$ cat config.mk
export PLATFORM = sky130hd
export DESIGN_NAME = xyolo_write_ctrl
export DESIGN_NICKNAME = d
export VERILOG_FILES = /design/src/rtl/xyolo_write_ctrl_pkg.sv /design/src/rtl/xyolo_ctrl_dly.sv /design/src/rtl/xyolo_write_ctrl.sv
export SDC_FILE = /design/constraint.sdc
export NUM_CORES = 1
export LEC_CHECK = 0
export CORE_UTILIZATION = 45
export CTS_BUF_LIST = sky130_fd_sc_hd__clkbuf_4 sky130_fd_sc_hd__clkbuf_8
export DETAILED_ROUTE_END_ITERATION = 6
export PLACE_DENSITY_LB_ADDON = 0.12
export SYNTH_ARGS = -nofsm -noshare
export SYNTH_HDL_FRONTEND = slang
export SYNTH_HIERARCHICAL = 1
export SYNTH_SLANG_ARGS = --single-unit
$ cat constraint.sdc
create_clock -name clk -period 11.25 [get_ports clk]
set_input_delay 1.125 -clock clk [delete_from_list [all_inputs] [get_ports clk]]
set_output_delay 1.125 -clock clk [all_outputs]
set_load 0.03 [all_outputs]
$ cat src/rtl/xyolo_write_ctrl_pkg.sv
// Shared constants, FSM encoding and read-event helper for the xyolo write-stage sequencer.
package xyolo_write_ctrl_pkg;

   localparam int unsigned N_LANES = 16;
   localparam int unsigned RADDR_W = 13;
   localparam int unsigned WADDR_W = 10;
   localparam int unsigned CNT_W   = 16;
   localparam int unsigned PIX_LAT = 2;
   localparam int unsigned RES_LAT = 3;

   // Write strobe is pre-registered one stage early so its address can be registered with it.
   localparam int unsigned RES_DLY    = PIX_LAT + 1;
   localparam int unsigned WR_PRE_DLY = RES_DLY + RES_LAT - 1;

   typedef enum logic [1:0] {
      ST_IDLE  = 2'd0,
      ST_READ  = 2'd1,
      ST_DRAIN = 2'd2
   } state_t;

   typedef struct packed {
      logic first;
      logic last;
      logic mp;
      logic wr;
   } rd_evt_t;

   // Strobe events tied to the pixel read at position (k, o) of a tile.
   function automatic rd_evt_t rd_evt(input logic [CNT_W-1:0] k,
                                      input logic [CNT_W-1:0] o,
                                      input logic [CNT_W-1:0] nacc,
                                      input logic [CNT_W-1:0] nout,
                                      input logic             maxpool);
      rd_evt_t e;
      e.first = (k == '0);
      e.last  = (k == nacc - CNT_W'(1));
      e.mp    = e.last & maxpool & (o[1:0] == 2'd0);
      e.wr    = e.last & (~maxpool | (o[1:0] == 2'd3) | (o == nout - CNT_W'(1)));
      return e;
   endfunction

endpackage

$ cat src/rtl/xyolo_ctrl_dly.sv
// Single-bit shift-register delay with synchronous clear and an occupancy flag.
module xyolo_ctrl_dly #(
   parameter int unsigned DEPTH = 2
) (
   input  logic clk,
   input  logic clr,
   input  logic din,
   output logic dout,
   output logic busy
);

   logic [DEPTH-1:0] sr;

   always_ff @(posedge clk) begin
      if (clr) sr <= '0;
      else     sr <= DEPTH'({sr, din});
   end

   assign dout = sr[DEPTH-1];
   assign busy = |sr;

endmodule

$ cat src/rtl/xyolo_write_ctrl.sv
// xyolo write-stage sequencer: pixel read addresses, load strobes and result writes per tile.
module xyolo_write_ctrl
   import xyolo_write_ctrl_pkg::*;
(
   input  logic               clk,
   input  logic               rst,
   input  logic               run,
   output logic               done,
   input  logic [RADDR_W-1:0] cfg_raddr_start,
   input  logic [RADDR_W-1:0] cfg_out_incr,
   input  logic [CNT_W-1:0]   cfg_nacc,
   input  logic [CNT_W-1:0]   cfg_nout,
   input  logic               cfg_maxpool,
   input  logic [WADDR_W-1:0] cfg_waddr_start,
   output logic               vread_enB,
   output logic [RADDR_W-1:0] vread_addrB,
   output logic [N_LANES-1:0] vwrite_enB,
   output logic [WADDR_W-1:0] vwrite_addrB,
   output logic               ld_acc,
   output logic               ld_mp,
   output logic               ld_res
);

   state_t             state;
   logic [CNT_W-1:0]   nacc_q, nout_q, k_q, o_q;
   logic [RADDR_W-1:0] incr_q, base_q;
   logic               maxpool_q;
   logic [WADDR_W-1:0] waddr_q;
   rd_evt_t            evt_q;

   logic [CNT_W-1:0]   nxt_k, nxt_o, cur_nacc, cur_nout;
   logic [RADDR_W-1:0] nxt_base, nxt_addr;
   logic               cur_maxpool, rd_done, lines_empty;
   rd_evt_t            nxt_evt;

   logic wr_pre, acc_busy, res_busy, mp_busy, wr_busy;

   // Next pixel to read: first pixel of the tile from IDLE, otherwise advance (k, o).
   always_comb begin
      nxt_k       = '0;
      nxt_o       = '0;
      nxt_base    = cfg_raddr_start;
      cur_nacc    = cfg_nacc;
      cur_nout    = cfg_nout;
      cur_maxpool = cfg_maxpool;
      if (state != ST_IDLE) begin
         cur_nacc    = nacc_q;
         cur_nout    = nout_q;
         cur_maxpool = maxpool_q;
         if (evt_q.last) begin
            nxt_o    = o_q + CNT_W'(1);
            nxt_base = base_q + incr_q;
         end else begin
            nxt_k    = k_q + CNT_W'(1);
            nxt_o    = o_q;
            nxt_base = base_q;
         end
      end
      nxt_addr    = nxt_base + RADDR_W'(nxt_k);
      nxt_evt     = rd_evt(nxt_k, nxt_o, cur_nacc, cur_nout, cur_maxpool);
      rd_done     = (state == ST_READ) && evt_q.last && (o_q == nout_q - CNT_W'(1));
      lines_empty = ~(acc_busy | res_busy | mp_busy | wr_busy);
   end

   always_ff @(posedge clk) begin
      if (rst) begin
         state        <= ST_IDLE;
         done         <= 1'b1;
         nacc_q       <= '0;
         nout_q       <= '0;
         incr_q       <= '0;
         maxpool_q    <= 1'b0;
         k_q          <= '0;
         o_q          <= '0;
         base_q       <= '0;
         waddr_q      <= '0;
         evt_q        <= '0;
         vread_enB    <= 1'b0;
         vread_addrB  <= '0;
         vwrite_enB   <= '0;
         vwrite_addrB <= '0;
      end else begin
         vwrite_enB   <= wr_pre ? '1 : '0;
         vwrite_addrB <= wr_pre ? waddr_q : '0;
         if (wr_pre) waddr_q <= waddr_q + WADDR_W'(1);

         case (state)
            ST_IDLE: begin
               if (run) begin
                  nacc_q    <= cfg_nacc;
                  nout_q    <= cfg_nout;
                  incr_q    <= cfg_out_incr;
                  maxpool_q <= cfg_maxpool;
                  waddr_q   <= cfg_waddr_start;
                  done      <= 1'b0;
                  if (cfg_nacc == '0 || cfg_nout == '0) begin
                     state <= ST_DRAIN;
                  end else begin
                     state       <= ST_READ;
                     vread_enB   <= 1'b1;
                     vread_addrB <= nxt_addr;
                     k_q         <= nxt_k;
                     o_q         <= nxt_o;
                     base_q      <= nxt_base;
                     evt_q       <= nxt_evt;
                  end
               end
            end
            ST_READ: begin
               if (rd_done) begin
                  state       <= ST_DRAIN;
                  vread_enB   <= 1'b0;
                  vread_addrB <= '0;
                  evt_q       <= '0;
                  k_q         <= '0;
                  o_q         <= '0;
               end else begin
                  vread_addrB <= nxt_addr;
                  k_q         <= nxt_k;
                  o_q         <= nxt_o;
                  base_q      <= nxt_base;
                  evt_q       <= nxt_evt;
               end
            end
            ST_DRAIN: begin
               if (lines_empty) begin
                  state <= ST_IDLE;
                  done  <= 1'b1;
               end
            end
            default: state <= ST_IDLE;
         endcase
      end
   end

   xyolo_ctrl_dly #(.DEPTH(PIX_LAT)) u_dly_acc (
      .clk(clk), .clr(rst), .din(evt_q.first), .dout(ld_acc), .busy(acc_busy)
   );

   xyolo_ctrl_dly #(.DEPTH(RES_DLY)) u_dly_res (
      .clk(clk), .clr(rst), .din(evt_q.last), .dout(ld_res), .busy(res_busy)
   );

   xyolo_ctrl_dly #(.DEPTH(RES_DLY)) u_dly_mp (
      .clk(clk), .clr(rst), .din(evt_q.mp), .dout(ld_mp), .busy(mp_busy)
   );

   xyolo_ctrl_dly #(.DEPTH(WR_PRE_DLY)) u_dly_wr (
      .clk(clk), .clr(rst), .din(evt_q.wr), .dout(wr_pre), .busy(wr_busy)
   );

endmodule

==> results.yml, run 1 <==
worst_setup_path:
  path_delay_family: "simple AND/OR/NAND/NOR gates"
  r2r_slack_ns: 6.61
  crit_path_cell_trace: "buf_4 > nor2_4 > buf_4 > mux2_2 > inv_1 > ha_1 > or3b_2 > nor4_1 > a31oi_1 > xnor3_1 > nor2_1 > nand3b_1 > or4b_1 > nand4bb_1 > o31ai_1"
  crit_top_cell: "buf_4"
  cp_max_fo: 46
  worstReg2RegEnd: "evt_q[0]"
  path_class: "reg -> reg"
  cp_data_arrival_time_ns: 5.02
  cpPeakStageDelay_ns: 0.60
  path_buf_inv: 3
  cp-end-kind: "flip-flop"
  crit_cells: 15
  setup.worst_path.end: "evt_q[0]"
  startpoint: "state[0]"
  reg2reg_from: "state[0]"
  r2r_cells: 15
  cp.required_ns: 11.63
  cp_slowest_cell: "nor2_4"
  startpoint_type: "flip-flop"
sta:
  timing.final.max_slew_violations: 0
  worstMarginPinSlew_ns: 1.03
  timing.final.crit_share_pct: 41.3
  grt_setup_unrepaired: "no"
  fin_skew_ns: 0.0161
  fmax_ghz: 0.215
  slew-limit-headroom_pct: 31.2
  setup_viol: 0
  period_needed_ns: 4.64
  hold_violations: 0
  holdWs_ns: 0.458
  fin_tns_setup_ns: 0
  fin_ws_ns: 6.61
routing:
  vias_per_cell: 5.64
  drt-pass1-iter-count: 4
  routed_wl_mm: 27.0
  drt_iter0_markers: 575
  route.detailed.drc: 0
  post_drt_wl_per_cell_um: 16.9
  detail-route-antenna-nets: 0
  via_count: 8995
grt:
  grt_first_pass_wirelength_mm: 43.4
  grt_pass1_vias: 8223
  met3_usage_pct: 3.39
  grt_overflow_total: 0
  grt_antenna_before_repair: 0
  grt_util_all_layers_pct: 24.8
  grt_use_met2_pct: 39.7
  grt_max_degree: 85
  met1_usage_pct: 34.3
  busiest_layer: "met2"
floorplan:
  dieArea_um2: 22200
  die_h_um: 149
  core_region_area_um2: 21100
  start_util_pct: 46.0
  io_pins: 116
  dieWidth_um: 149
  num_rows: 53
yosys:
  synth-seq-cells: 146
  syn_nets: 1362
  synthArstFlopShare_pct: 0
  ys_types: 74
  synth.area.top_cells: "dfxtp_1 30%, nand2_1 7.2%, a21oi_1 6.1%, xnor2_1 5.9%, nor2_1 4.4%"
  syn_area_um2: 9710
  synthFlopType: "dfxtp_1"
  synth_top_area_share_pct: 30.1
  yosys_warnings: 6
  yosysSeqAreaShare_pct: 30.1
  avgSynthCellArea_um2: 7.72
  yosysTopAreaCell: "dfxtp_1"
  syn_inst: 1257
  synth_edf_count: 0
clock_network:
  worstSkewPairLatency_ns: 0.47
  cts-resized-gates: 0
  cts-buffers-inserted: 17
  clockBufferDepth: 2
  cts_tree: "built"
  cts-htree-levels: 4
  cts_sinks: 146
  clk_pin_slew_worst_paths_ns: 0.09
  post_cts_buffers: 0
  postCtsHoldBufs: 0
  root_buffer: "clkbuf_8"
cells_and_area:
  n_antenna_cell: 0
  nets: 1412
  syn2layout_area_growth_pct: 15.5
  drive_gt1_share_pct: 5.15
power:
  irDropWorstVdd_mv: 0.0877
  power_density_nw_per_um2: 121
  cellLeakagePower_uw: 0.00412
worst_hold_path:
  hp-start: "u_dly_mp/sr[1]"
  hold_path.class: "reg -> reg"
run:
  maxCapViolations: 0
place:
  pre_cts_ws_ns: 6.67
  portBuffers: 115
  gp_congestion: 0.883
  dp_hpwl_mm: 19.3
status:
  status: "finished clean"
-- layer usage --
layer  vias up  routed length (µm)
met5         -                   0
met4         0                 495
met3        30                1120
met2       220               12400
met1      4212               12900
li1       4533                   -
-- cell usage in the layout (no fill, tap or decap), drive strengths merged, types with 31 or more instances in the layout --
| cell | instances |
|---|---|
| xnor2 | 65 |
| nand2 | 187 |
| a21oi | 120 |
| clkdlybuf4s50 | 114 |
| mux2i | 31 |
| o21ai | 41 |
| dfxtp | 146 |
| xor2 | 40 |
| nor2 | 116 |
| ha | 31 |
-- worst register-to-register path: stages, from the launching register on --
cell and delay [ns]:
dfxtp_1 0.30, buf_4 0.23, nor2_4 0.61, buf_4 0.59
mux2_2 0.47, inv_1 0.08, ha_1 0.18, or3b_2 0.49
nor4_1 0.18, a31oi_1 0.08, xnor3_1 0.23, nor2_1 0.11
nand3b_1 0.08, or4b_1 0.45, nand4bb_1 0.23, o31ai_1 0.25
-- sequential cells by signal, indices dropped and copies added, names as in the netlist --
signal / cells
vread_enB: 1
u_dly_res/sr: 3
o_q: 16
nacc_q: 16
u_dly_acc/sr: 2
vread_addrB: 13
evt_q: 4
waddr_q: 10
maxpool_q: 1
state: 2
u_dly_wr/sr: 5
u_dly_mp/sr: 3
nout_q: 16
incr_q: 13
done: 1
k_q: 16
vwrite_enB: 1
vwrite_addrB: 10
base_q: 13
-- power by group --
| group | switching (µW) | internal [µW] | total (µW) |
|---|---|---|---|
| clock network | 232 | 185 | 416 |
| registers | 28.8 | 544 | 573 |
| logic | 216 | 147 | 363 |
-- worst min-delay path by stage --
stage	endpoint	slack (ns)	cells past startpoint
2_1_floorplan	evt_q[1]	0.43	2
5_1_grt	u_dly_wr/sr[2]	0.46	1
6_report	u_dly_mp/sr[2]	0.46	1
3_5_place_dp	u_dly_res/sr[2]	0.45	1
4_1_cts	u_dly_acc/sr[1]	0.46	1
3_3_place_gp	u_dly_mp/sr[2]	0.44	1
-- Yosys cell counts (all sizes together) (26+ instances only) --
library cell and n:
nor2 116, clkbuf 56, dfxtp 146, nand2 187, a21oi 120, nor3 30, ha 31, xnor2 65
nor4 29, nand3 26, a22oi 27, mux2i 31, or3 27, o21ai 41, buf 39, xor2 40
-- area by class of cell --
| cell class | count | area, µm² |
|---|---|---|
| Tap cell | 275 | 344 |
| Clock buffer | 18 | 241 |
| Clock inverter | 14 | 149 |
| Multi-Input combinational cell | 994 | 6240 |
| Fill cell | 2052 | 9870 |
| Inverter | 22 | 82.6 |
| Timing Repair Buffer | 126 | 1230 |
| Sequential cell | 146 | 2920 |
-- kinds of logic (layout without fill, tap and decap cells) --
| kind of cell | Yosys count | in the layout | synth area share, % |
|---|---|---|---|
| buffers and inverters | 117 | 180 | 5.67 |
| AOI/OAI and AO/OA | 276 | 276 | 17.8 |
| muxes | 33 | 33 | 3.43 |
| DFF | 146 | 146 | 30.1 |
| adders and majority gates | 34 | 34 | 4.51 |
| xor gates and xnor gates | 112 | 112 | 11.1 |
| and+or+nand+nor | 539 | 539 | 27.3 |
-- metrics by stage --
stage / area (µm²) / total power, µW / cells / util, %
detailed placement: 10800 / 944 / 1563 / 51.3
global route: 11200 / 1420 / 1595 / 53.2
global placement: 10800 / 942 / 1563 / 51.3
floorplan: 9710 / 835 / 1257 / -
CTS: 11200 / 1360 / 1595 / 53.2
finish: 11200 / 1350 / 1595 / 53.2
Note: power is estimated with default switching activity, not from simulation.
==> run 2: changes to the inputs <==
==> constraint.sdc (replaced) <==
create_clock -name clk -period 4.4 [get_ports clk]
set_input_delay 0.44 -clock clk [delete_from_list [all_inputs] [get_ports clk]]
set_output_delay 0.44 -clock clk [all_outputs]
set_load 0.03 [all_outputs]
==> run 2 against run 1 <==
Against the previous run:
- via count grew 1.0%
- global-route usage grew 0.18 points
- final cell count grew 0.69%
- register-to-register slack lost 6.1 ns
- sequential cell count is the same
- count of clock-buffer cells in the layout shrank 1
- clock power grew to 2.6 times the previous value
- die area is the same
==> results.yml, run 2 (synthesized netlist as in run 1, its figures left out) <==
status:
  status: "finished clean"
floorplan:
  start_util_pct: 46.0
  dieWidth_um: 149
  io_pins: 116
  die_h_um: 149
  dieArea_um2: 22200
  core_region_area_um2: 21100
  num_rows: 53
routing:
  routed_wl_mm: 27.4
  detail-route-antenna-nets: 0
  drt-pass1-iter-count: 5
  post_drt_wl_per_cell_um: 17.1
  drt_iter0_markers: 611
  via_count: 9086
  route.detailed.drc: 0
  vias_per_cell: 5.66
grt:
  grt_util_all_layers_pct: 25.0
  grt_pass1_vias: 8435
  grt_max_degree: 81
  grt_overflow_total: 0
  grt_antenna_before_repair: 0
  grt_first_pass_wirelength_mm: 43.9
sta:
  timing.final.crit_share_pct: 89.0
  hold_violations: 0
  slew-limit-headroom_pct: 26.4
  worstMarginPinSlew_ns: 1.10
  holdWs_ns: 0.463
  timing.final.max_slew_violations: 0
  fmax_ghz: 0.255
  fin_tns_setup_ns: 0
  grt_setup_unrepaired: "no"
  period_needed_ns: 3.92
  setup_viol: 0
  fin_skew_ns: 0.0195
place:
  portBuffers: 115
  placed_cell_area_um2: 10900
  gp_congestion: 0.896
  dp_hpwl_mm: 19.8
clock_network:
  cts_sinks: 146
  cts-htree-levels: 4
  cts-buffers-inserted: 17
  cts-resized-gates: 0
  worstSkewPairLatency_ns: 0.46
  clockBufferDepth: 2
  post_cts_buffers: 0
  clk_pin_slew_worst_paths_ns: 0.10
  postCtsHoldBufs: 0
  root_buffer: "clkbuf_8"
  cts_tree: "built"
worst_hold_path:
  hp-start: "u_dly_res/sr[1]"
  min_to: "u_dly_res/sr[2]"
  holdPathStages: 1
  hold_path.class: "reg -> reg"
worst_setup_path:
  crit_path_cell_trace: "ha_1 > fa_1 > a211oi_1 > o21a_1 > nor2_1 > a21oi_1 > xnor2_1 > mux2i_1 > o21ai_0 > ha_1 > and4_1 > a21oi_1 > a21oi_1 > a211oi_1 > or4_1 > nand3_1"
  reg2reg_from: "incr_q[0]"
  r2r_cells: 16
  cp.required_ns: 4.75
  cp-end-kind: "flip-flop"
  startpoint_type: "flip-flop"
  cpPeakStageDelay_ns: 0.45
  worstReg2RegEnd: "vread_addrB[11]"
  r2r_slack_ns: 0.48
  cp_max_fo: 8
  startpoint: "incr_q[0]"
  crit_top_cell: "a21oi_1"
  path_class: "reg -> reg"
  cp_data_arrival_time_ns: 4.27
  cp_slowest_cell: "a211oi_1"
power:
  cellLeakagePower_uw: 0.00419
  irDropWorstVdd_mv: 0.190
  power_density_nw_per_um2: 311
cells_and_area:
  n_antenna_cell: 0
  drive_gt1_share_pct: 5.94
  mostFrequentLayoutCells: "186 x nand2_1, 146 x dfxtp_1, 119 x a21oi_1"
  utilization_pct: 53.7
  final_common_cell: "nand2_1"
  nets: 1423
  final_cell_area_um2: 11300
  syn2layout_area_growth_pct: 16.6
run:
  maxCapViolations: 0
-- run 2: cell count changes in the layout (fill, tap and decap cells not counted), sizes merged --
cell / delta
clkbuf: -1
inv: +4
clkinvlp: -1
clkinv: -2
buf: +11
-- run 2: report_power, final --
part / switching [µW] / total [µW] / internal [µW] / leakage (µW)
Sequential: 79.0 / 1470 / 1390 / 0.00119
Combinational: 558 / 949 / 391 / 0.00280
Clock: 624 / 1100 / 476 / 0.000198
-- run 2: worst max-delay path by stage --
stage | cells after the start | slack (ns) | end
finish | 16 | 0.48 | vread_addrB[11]
global route | 16 | 0.12 | vread_addrB[11]
CTS | 16 | 0.51 | vread_addrB[11]
detailed placement | 16 | 0.56 | vread_addrB[11]
global placement | 16 | 0.63 | vread_addrB[11]
floorplan | 17 | 0.10 | evt_q[0]
-- run 2: per-layer routing --
layer	vias up	global-route usage (%)	wire (µm)
met5	-	0	0
met4	0	7.45	405
met3	32	3.94	1280
met2	229	41.5	12900
met1	4273	33.2	12900
li1	4552	-	-
-- run 2: metrics by stage --
stage | std cells | total power, µW | worst slack, ns
4_1_cts | 1606 | 3550 | 0.508
5_1_grt | 1606 | 3710 | 0.117
3_3_place_gp | 1574 | 2430 | 0.631
6_report | 1606 | 3520 | 0.482
3_5_place_dp | 1574 | 2440 | 0.558
2_1_floorplan | 1257 | 2130 | 0.101
-- run 2: critical path: cells and delay by family, from the launching register on --
kind / cells / cell delay (ns)
DFF: 1 / 0.32
xor gates and xnor gates: 1 / 0.14
and+or+nand+nor: 4 / 0.47
muxes: 1 / 0.08
adders and majority gates: 3 / 1.04
AOI/OAI and AO/OA: 7 / 1.78
-- run 2: final cells by class --
type                       count  area [µm²]
sequential                   146        2920
clock buffer                  17         234
tap                          275         344
timing repair buffer         137        1330
fill                        2096        9770
multi-input combinational    994        6240
inverter                      22        82.6
clock inverter                15         165
==> run 3: changes to the inputs <==
--- a/config.mk
+++ b/config.mk
@@ -5,7 +5,9 @@
 export SDC_FILE = /design/constraint.sdc
 export NUM_CORES = 1
 export LEC_CHECK = 0
-export CORE_UTILIZATION = 45
+export CELL_PAD_IN_SITES_DETAIL_PLACEMENT = 0
+export CELL_PAD_IN_SITES_GLOBAL_PLACEMENT = 2
+export CORE_UTILIZATION = 34
 export CTS_BUF_LIST = sky130_fd_sc_hd__clkbuf_4 sky130_fd_sc_hd__clkbuf_8
 export DETAILED_ROUTE_END_ITERATION = 6
 export PLACE_DENSITY_LB_ADDON = 0.12
==> constraint.sdc (replaced) <==
create_clock -name clk -period 4.4 [get_ports clk]
set_input_delay 0.66 -clock clk [delete_from_list [all_inputs] [get_ports clk]]
set_output_delay 0.66 -clock clk [all_outputs]
set_load 0.03 [all_outputs]
==> run 3 against run 2 <==
Against the previous run:
- clock power about the same
- final cell count grew 7.0%
- first-iteration DRC count down 4.6%
- combinational power is 3.0% higher
- critical path type unchanged
- hold slack about the same
- worst setup slack lost 0.040 ns
- register-to-register slack got worse by 0.04 ns
- die area grew 32%
==> results.yml, run 3 (synthesized netlist as in run 1, its figures left out) <==
routing:
  vias_per_cell: 5.28
  drt_iter0_markers: 583
  route.detailed.drc: 0
  detail-route-antenna-nets: 0
  drt-pass1-iter-count: 7
  post_drt_wl_per_cell_um: 17.7
  routed_wl_mm: 30.4
  via_count: 9071
floorplan:
  io_pins: 116
  dieArea_um2: 29200
  dieWidth_um: 171
  die_h_um: 171
  start_util_pct: 34.8
  num_rows: 61
  core_region_area_um2: 27900
cells_and_area:
  nets: 1432
  syn2layout_area_growth_pct: 18.5
  n_antenna_cell: 0
  fin_cells: 1718
  mostFrequentLayoutCells: "186 x nand2_1, 146 x dfxtp_1, 119 x a21oi_1"
  final_common_cell: "nand2_1"
  fillCellCount: 2949
  drive_gt1_share_pct: 6.57
grt:
  grt_pass1_vias: 8621
  grt_overflow_total: 0
  grt_antenna_before_repair: 0
  grt_first_pass_wirelength_mm: 48.8
  grt_util_all_layers_pct: 21.4
  grt_max_degree: 47
power:
  power_density_nw_per_um2: 308
  cellLeakagePower_uw: 0.00423
  irDropWorstVdd_mv: 0.212
  power.total_uw: 3540
clock_network:
  postCtsHoldBufs: 0
  cts_tree: "built"
  clockBufferDepth: 2
  worstSkewPairLatency_ns: 0.47
  cts-resized-gates: 0
  cts-htree-levels: 4
  post_cts_buffers: 0
  root_buffer: "clkbuf_8"
  cts-buffers-inserted: 17
  clk_pin_slew_worst_paths_ns: 0.10
  cts_sinks: 146
place:
  place_inst: 1686
  portBuffers: 115
  gp_congestion: 0.827
  dp_hpwl_mm: 22.6
run:
  maxCapViolations: 0
sta:
  fin_tns_setup_ns: 0
  setup_viol: 0
  worstMarginPinSlew_ns: 0.696
  period_needed_ns: 3.96
  fin_skew_ns: 0.0269
  grt_setup_unrepaired: "no"
  timing.final.crit_share_pct: 90.0
  timing.final.max_slew_violations: 0
  slew-limit-headroom_pct: 53.6
  holdWs_ns: 0.463
  fmax_ghz: 0.253
  hold_violations: 0
worst_setup_path:
  cp_data_arrival_time_ns: 4.37
  path_class: "reg -> reg"
  reg2reg_from: "incr_q[0]"
  startpoint_type: "flip-flop"
  r2r_slack_ns: 0.44
  cp-end-kind: "flip-flop"
  cp.required_ns: 4.81
  cp_max_fo: 8
  startpoint: "incr_q[0]"
worst_hold_path:
  hold_path.class: "reg -> reg"
  hp-start: "u_dly_res/sr[1]"
status:
  status: "finished clean"
[run 3: layout make-up]
| class | count | area, µm² | share of cell area, % |
|---|---|---|---|
| multi-input cells | 994 | 6240 | 54.3 |
| well taps | 378 | 473 | 4.11 |
| flip-flops and latches | 146 | 2920 | 25.4 |
| clock inverters | 15 | 158 | 1.37 |
| repair buffers | 146 | 1390 | 12.1 |
| inverters | 22 | 82.6 | 0.718 |
| clock buffers | 17 | 234 | 2.03 |
[run 3: routing by layer]
layer / wire (µm) / track usage, %
met5: 0 / 0
met4: 434 / 5.43
met3: 793 / 2.82
met2: 14200 / 35.4
met1: 15000 / 29.3
[run 3: critical path: stages, from the launching register on]
cell and delay, ns:
dfxtp_1 0.33, ha_1 0.22, fa_1 0.42, a211oi_1 0.51, o21a_1 0.26, nor2_1 0.06
a21oi_1 0.18, xnor2_1 0.09, mux2i_1 0.12, o21ai_0 0.09, buf_4 0.16, ha_1 0.43
and4_1 0.23, a21oi_1 0.08, a21oi_1 0.17, a211oi_1 0.07, or4_1 0.41, nand3_1 0.09
[run 3: worst paths after layout]
check	end	cells after the start
max reg2reg	vread_addrB[11]	17
min reg2reg	u_dly_res/sr[2]	1
min	u_dly_res/sr[2]	1
max	vread_addrB[11]	17
[run 3: metrics by stage]
stage | area [µm²] | utilization, % | worst slack [ns]
final | 11500 | 41.2 | 0.442
after global routing | 11500 | 41.2 | 0.148
after CTS | 11500 | 41.2 | 0.509
after detailed placement | 11100 | 39.8 | 0.467
after global placement | 11100 | 39.8 | 0.541
after floorplan | 9710 | - | 0.101
[run 3: power breakdown]
group,total (µW),internal (µW),switching (µW)
Combinational,977,400,577
Clock,1100,431,669
Sequential,1460,1390,72.0
Total,3540,2220,1320
